## src/rtl/alu_mul_sequencer.sv

```systemverilog
// Shift-add multiplier sequencer: borrows the shared ALU in add mode to form the
// low WIDTH bits of op_a*op_b, one multiplier bit per ITER cycle.
module alu_mul_sequencer #(
    parameter int unsigned WIDTH  = 64,
    parameter int unsigned CNT_W  = 7,
    parameter logic [2:0]  ADD_OP = 3'b010
) (
    input  logic             clk,
    input  logic             reset,
    input  logic             start,
    input  logic [WIDTH-1:0] op_a,
    input  logic [WIDTH-1:0] op_b,
    output logic             busy,
    output logic             done,
    output logic [WIDTH-1:0] product,
    output logic             alu_req,
    output logic [WIDTH-1:0] alu_a,
    output logic [WIDTH-1:0] alu_b,
    output logic [2:0]       alu_cntrl,
    input  logic [WIDTH-1:0] alu_result
);

    localparam logic [1:0] S_IDLE = 2'd0;
    localparam logic [1:0] S_ITER = 2'd1;
    localparam logic [1:0] S_DONE = 2'd2;

    localparam logic [CNT_W-1:0] LAST_CNT = CNT_W'(WIDTH - 1);

    logic [1:0]       r_state;
    logic [WIDTH-1:0] r_acc;
    logic [WIDTH-1:0] r_mcand;
    logic [WIDTH-1:0] r_mplier;
    logic [CNT_W-1:0] r_cnt;
    logic [WIDTH-1:0] r_product;

    logic             w_iter;
    logic [WIDTH-1:0] w_mplier_next;
    logic             w_last;

    assign w_iter        = (r_state == S_ITER);
    assign w_mplier_next = r_mplier >> 1;
    // Stop early once no multiplier bits remain; the count bound covers the MSB case.
    assign w_last        = (w_mplier_next == '0) || (r_cnt == LAST_CNT);

    always_ff @(posedge clk) begin
        if (reset) begin
            r_state   <= S_IDLE;
            r_acc     <= '0;
            r_mcand   <= '0;
            r_mplier  <= '0;
            r_cnt     <= '0;
            r_product <= '0;
        end else begin
            case (r_state)
                S_IDLE: begin
                    if (start) begin
                        r_mcand  <= op_a;
                        r_mplier <= op_b;
                        r_acc    <= '0;
                        r_cnt    <= '0;
                        if (op_b == '0) begin
                            r_product <= '0;
                            r_state   <= S_DONE;
                        end else begin
                            r_state <= S_ITER;
                        end
                    end
                end
                S_ITER: begin
                    r_acc    <= alu_result;
                    r_mcand  <= r_mcand << 1;
                    r_mplier <= w_mplier_next;
                    r_cnt    <= r_cnt + 1'b1;
                    if (w_last) begin
                        r_product <= alu_result;
                        r_state   <= S_DONE;
                    end
                end
                S_DONE: begin
                    r_state <= S_IDLE;
                end
                default: begin
                    r_state <= S_IDLE;
                end
            endcase
        end
    end

    always_comb begin
        busy      = (r_state == S_ITER) || (r_state == S_DONE);
        done      = (r_state == S_DONE);
        product   = r_product;
        alu_req   = w_iter;
        alu_a     = w_iter ? r_acc : '0;
        alu_b     = (w_iter && r_mplier[0]) ? r_mcand : '0;
        alu_cntrl = w_iter ? ADD_OP : 3'b000;
    end

endmodule
```

## config.mk

```make
export PLATFORM = sky130hd
export DESIGN_NAME = alu_mul_sequencer
export DESIGN_NICKNAME = d
export VERILOG_FILES = /design/src/rtl/alu_mul_sequencer.sv
export SDC_FILE = /design/constraint.sdc
export NUM_CORES = 1
export LEC_CHECK = 0
export ABC_CLOCK_PERIOD_IN_PS = 2500
export CORE_ASPECT_RATIO = 1.5
export CORE_MARGIN = 4
export CORE_UTILIZATION = 25
export DETAILED_ROUTE_END_ITERATION = 12
export REMOVE_ABC_BUFFERS = 1
export SETUP_SLACK_MARGIN = 0.05
export SLEW_MARGIN = 30
export SYNTH_ARGS = -nofsm -noshare
export SYNTH_HDL_FRONTEND = slang
export SYNTH_SLANG_ARGS = --single-unit
```

## constraint.sdc

```tcl
create_clock -name clk -period 2.5 [get_ports clk]
set_clock_uncertainty 0.15 [all_clocks]
set_input_delay 0.25 -clock clk [delete_from_list [all_inputs] [get_ports clk]]
set_output_delay 0.25 -clock clk [all_outputs]
set_load 0.005 [all_outputs]
```

==> flow_summary.json <==
{
  "vias_per_cell": 4.90,
  "power_frac_comb_pct": 45.4,
  "finalSetupViolCount": 6,
  "synthAdderAreaFrac_pct": 0.422,
  "gr-total-overflow": 0,
  "p_int_mw": 12.4,
  "clockBufferDepth": 3,
  "grt_max_degree": 89,
  "wire_per_inst_um": 18.7,
  "max_cap_violations": 0,
  "end_kind": "register",
  "nets": 1987,
  "setup_ws_ns": -0.0158,
  "relSlewSlack_pct": 58.6,
  "pin_count": 393,
  "p_leak_nw": 8.09,
  "dpl.hpwl_um": 29700,
  "dr.pass1.iters": 5,
  "critPathMaxFanout": 8,
  "core_sq_mm": 0.0468,
  "tritoncts": "yes",
  "cts_buffers": 27,
  "ys_types": 35,
  "synth_compound_area_share_pct": 16.3,
  "crit_required_ns": 2.82,
  "die_area_sq_mm": 0.0510,
  "outcome": "finished with violations",
  "finalHoldViolCount": 0,
  "yosys_warnings": 0,
  "insertion_delay_ns": 0.55,
  "cp-start-kind": "input pin",
  "swShare_pct": 36.0,
  "fmax_mhz": 397,
  "yosysSeqAreaShare_pct": 44.8,
  "clk_pin_slew_ns": 0.07,
  "die_h_um": 275,
  "power_frac_seq_pct": 32.2,
  "row_count": 97,
  "post-route-min-period_ns": 2.52,
  "drive_gt1_share_pct": 25.0,
  "synth_top_family_by_area": "simple AND/OR/NAND/NOR gates",
  "drcViolationCount": 0,
  "failed_checks": "setup timing",
  "min_path_type": "input pin to register",
  "syn_area_sq_mm": 0.0118,
  "final_common_cell": "dfxtp_1",
  "fin_setup_tns_ns": -0.0376,
  "p_sw_mw": 6.95,
  "clkPwrFrac_pct": 22.3,
  "r2r_cells": 9,
  "postRouteAntennaNets": 0,
  "fillerInstances": 4604,
  "placedCellCount": 2289,
  "dieWidth_um": 186,
  "port_buffers": 390,
  "holdPathStages": 3,
  "syn_area_per_cell_sq_um": 9.01,
  "rsz0062_at_grt": "yes",
  "drtIter0Drc": 521,
  "antenna_found_initial": 2,
  "synthMuxAreaShare_pct": 5.41,
  "cts-root-buf": "clkbuf_16",
  "power.density_mw_per_mm2": 993,
  "layout_common_cells": "262 x dfxtp_1, 260 x clkdlybuf4s50_1, 200 x nor2_1, 123 x buf_4, 69 x nor3_1",
  "start_util_pct": 25.3,
  "synthXorXnorAreaFrac_pct": 0.370,
  "fin_crit_sh_pct": 101,
  "synth_cells": 1315,
  "grt_pass1_wl_um": 65500,
  "routed_wl_um": 45000,
  "synthSimpleGateAreaFrac_pct": 27.0,
  "numClockSinks": 265,
  "num_vias": 11772,
  "instances_no_fill": 2403,
  "slew_viol_final": 0,
  "syn_to_final_growth_pct": 64.3,
  "ctsHtreeMaxLevel": 1,
  "critPathArrivalTime_ns": 2.84,
  "grt_usage_pct": 15.8,
  "worst_slew_pin_slew_ns": 0.621,
  "ys_ff_latch": 265,
  "grt_pass1_vias": 11824,
  "critical_path_class": "input pin to register",
  "gp_congestion": 0.794,
  "ir_drop_mv": 0.532,
  "total_power_mw": 19.3
}
registers in the layout, indices dropped and copies added, names as in the netlist:
| register | cells |
|---|---|
| r_mplier | 64 |
| r_mcand | 64 |
| r_acc | 64 |
| r_cnt | 7 |
| product | 64 |
| r_state | 2 |
cells by family after synthesis:
family                   Yosys count
AND/OR/NAND/NOR                  579
flip-flops                       265
AO/OA/AOI/OAI                    264
buffers and inverters            133
multiplexers                      64
XOR/XNOR                           5
adder cells (fa/ha/maj)            4
other                              1
what timing repair did:
action,4_1_cts,5_1_grt
cloned,8,16
setup endpoints to repair,194,104
hold endpoints to repair,8,0
resized for setup,178,171
buffers inserted,17,22
hold buffers,1,0
pin swaps,4,43
worst paths after layout:
| kind | slack, ns | to | startpoint |
|---|---|---|---|
| max reg2reg | 0.07 | product[43]$_SDFFE_PP0P_ | r_mplier[30]$_SDFFE_PP0P_ |
| min | 0.16 | r_mcand[7]$_SDFFE_PP0P_ | op_a[7] |
| max | -0.02 | product[43]$_SDFFE_PP0P_ | op_b[44] |
| min reg2reg | 0.33 | product[19]$_SDFFE_PP0P_ | product[19]$_SDFFE_PP0P_ |
power groups by stage:
stage	registers, mW	logic [mW]	clock network, mW
floorplan	5.31	2.72	0
global placement	6.16	6.69	0
detailed placement	6.20	6.81	0
CTS	6.14	7.70	4.48
global route	6.36	9.52	4.61
finish	6.23	8.77	4.32
stage by stage:
| step | setup slack, ns | area (sq um) | util [%] | hold WS, ns |
|---|---|---|---|---|
| after CTS | -0.145 | 18400 | 39.2 | 0.111 |
| after global routing | -0.0832 | 19500 | 41.5 | 0.144 |
| after detailed placement | -0.743 | 17000 | 36.3 | 0.313 |
| after global placement | -0.802 | 17000 | 36.3 | 0.307 |
| final | -0.0158 | 19500 | 41.6 | 0.158 |
| after floorplan | -13.42 | 11200 | - | 0.162 |
synthesized netlist by cell type:
cell	n	share of area, %
a211oi_1	63	4.0
a21boi_1	1	0.063
a21oi_1	15	0.63
a21oi_2	50	3.7
a22oi_1	67	4.2
a311oi_1	1	0.074
and2_1	66	3.5
and3_1	64	3.4
buf_1	8	0.25
buf_12	7	1.2
buf_2	7	0.30
buf_4	9	0.57
buf_6	1	0.095
buf_8	1	0.13
clkbuf_1	96	3.0
conb_1	1	0.032
dfxtp_1	265	45
ha_1	4	0.42
inv_1	4	0.13
mux2i_1	64	5.4
nand2_1	5	0.16
nand2b_1	66	3.5
nand3_1	14	0.59
nand3_2	51	4.3
nand4_1	11	0.58
nor2_1	200	6.3
nor3_1	69	2.9
nor4_1	32	1.7
nor4_2	1	0.11
o21ai_0	2	0.084
o21ai_1	1	0.042
o221a_2	1	0.095
o22ai_1	63	3.3
xnor2_1	2	0.15
xor2_1	3	0.22
routing by layer:
layer | routed length [um] | track usage (%) | vias up | part of all wire [%]
met4 | 2050 | 7.06 | 2 | 4.6
met5 | 10 | 0 | - | 0.022
met1 | 17000 | 18.0 | 5633 | 38
li1 | - | - | 5672 | -
met3 | 2300 | 2.49 | 97 | 5.1
met2 | 23600 | 28.8 | 368 | 52
critical path: stages:
cell and delay [ns]:
clkdlybuf4s50_1 0.47, nor4_2 0.32, buf_4 0.18, nand4_1 0.26, nor4_4 0.31, buf_4 0.18, o221a_4 0.28, buf_12 0.19
clkbuf_16 0.17, nand3_2 0.07, a21oi_2 0.14
cell type report:
class                      instances  area [sq um]  share of cell area (%)
clock buffer                      36           759                    3.90
sequential                       265          5310                    27.3
timing repair buffer             572          5970                    30.6
antenna                            2          5.00                  0.0257
tap                              594           743                    3.82
inverter                           4          15.0                  0.0771
multi-input combinational        918          6490                    33.4
clock inverter                    12           173                   0.887
Power figures use the tool's default switching activity.
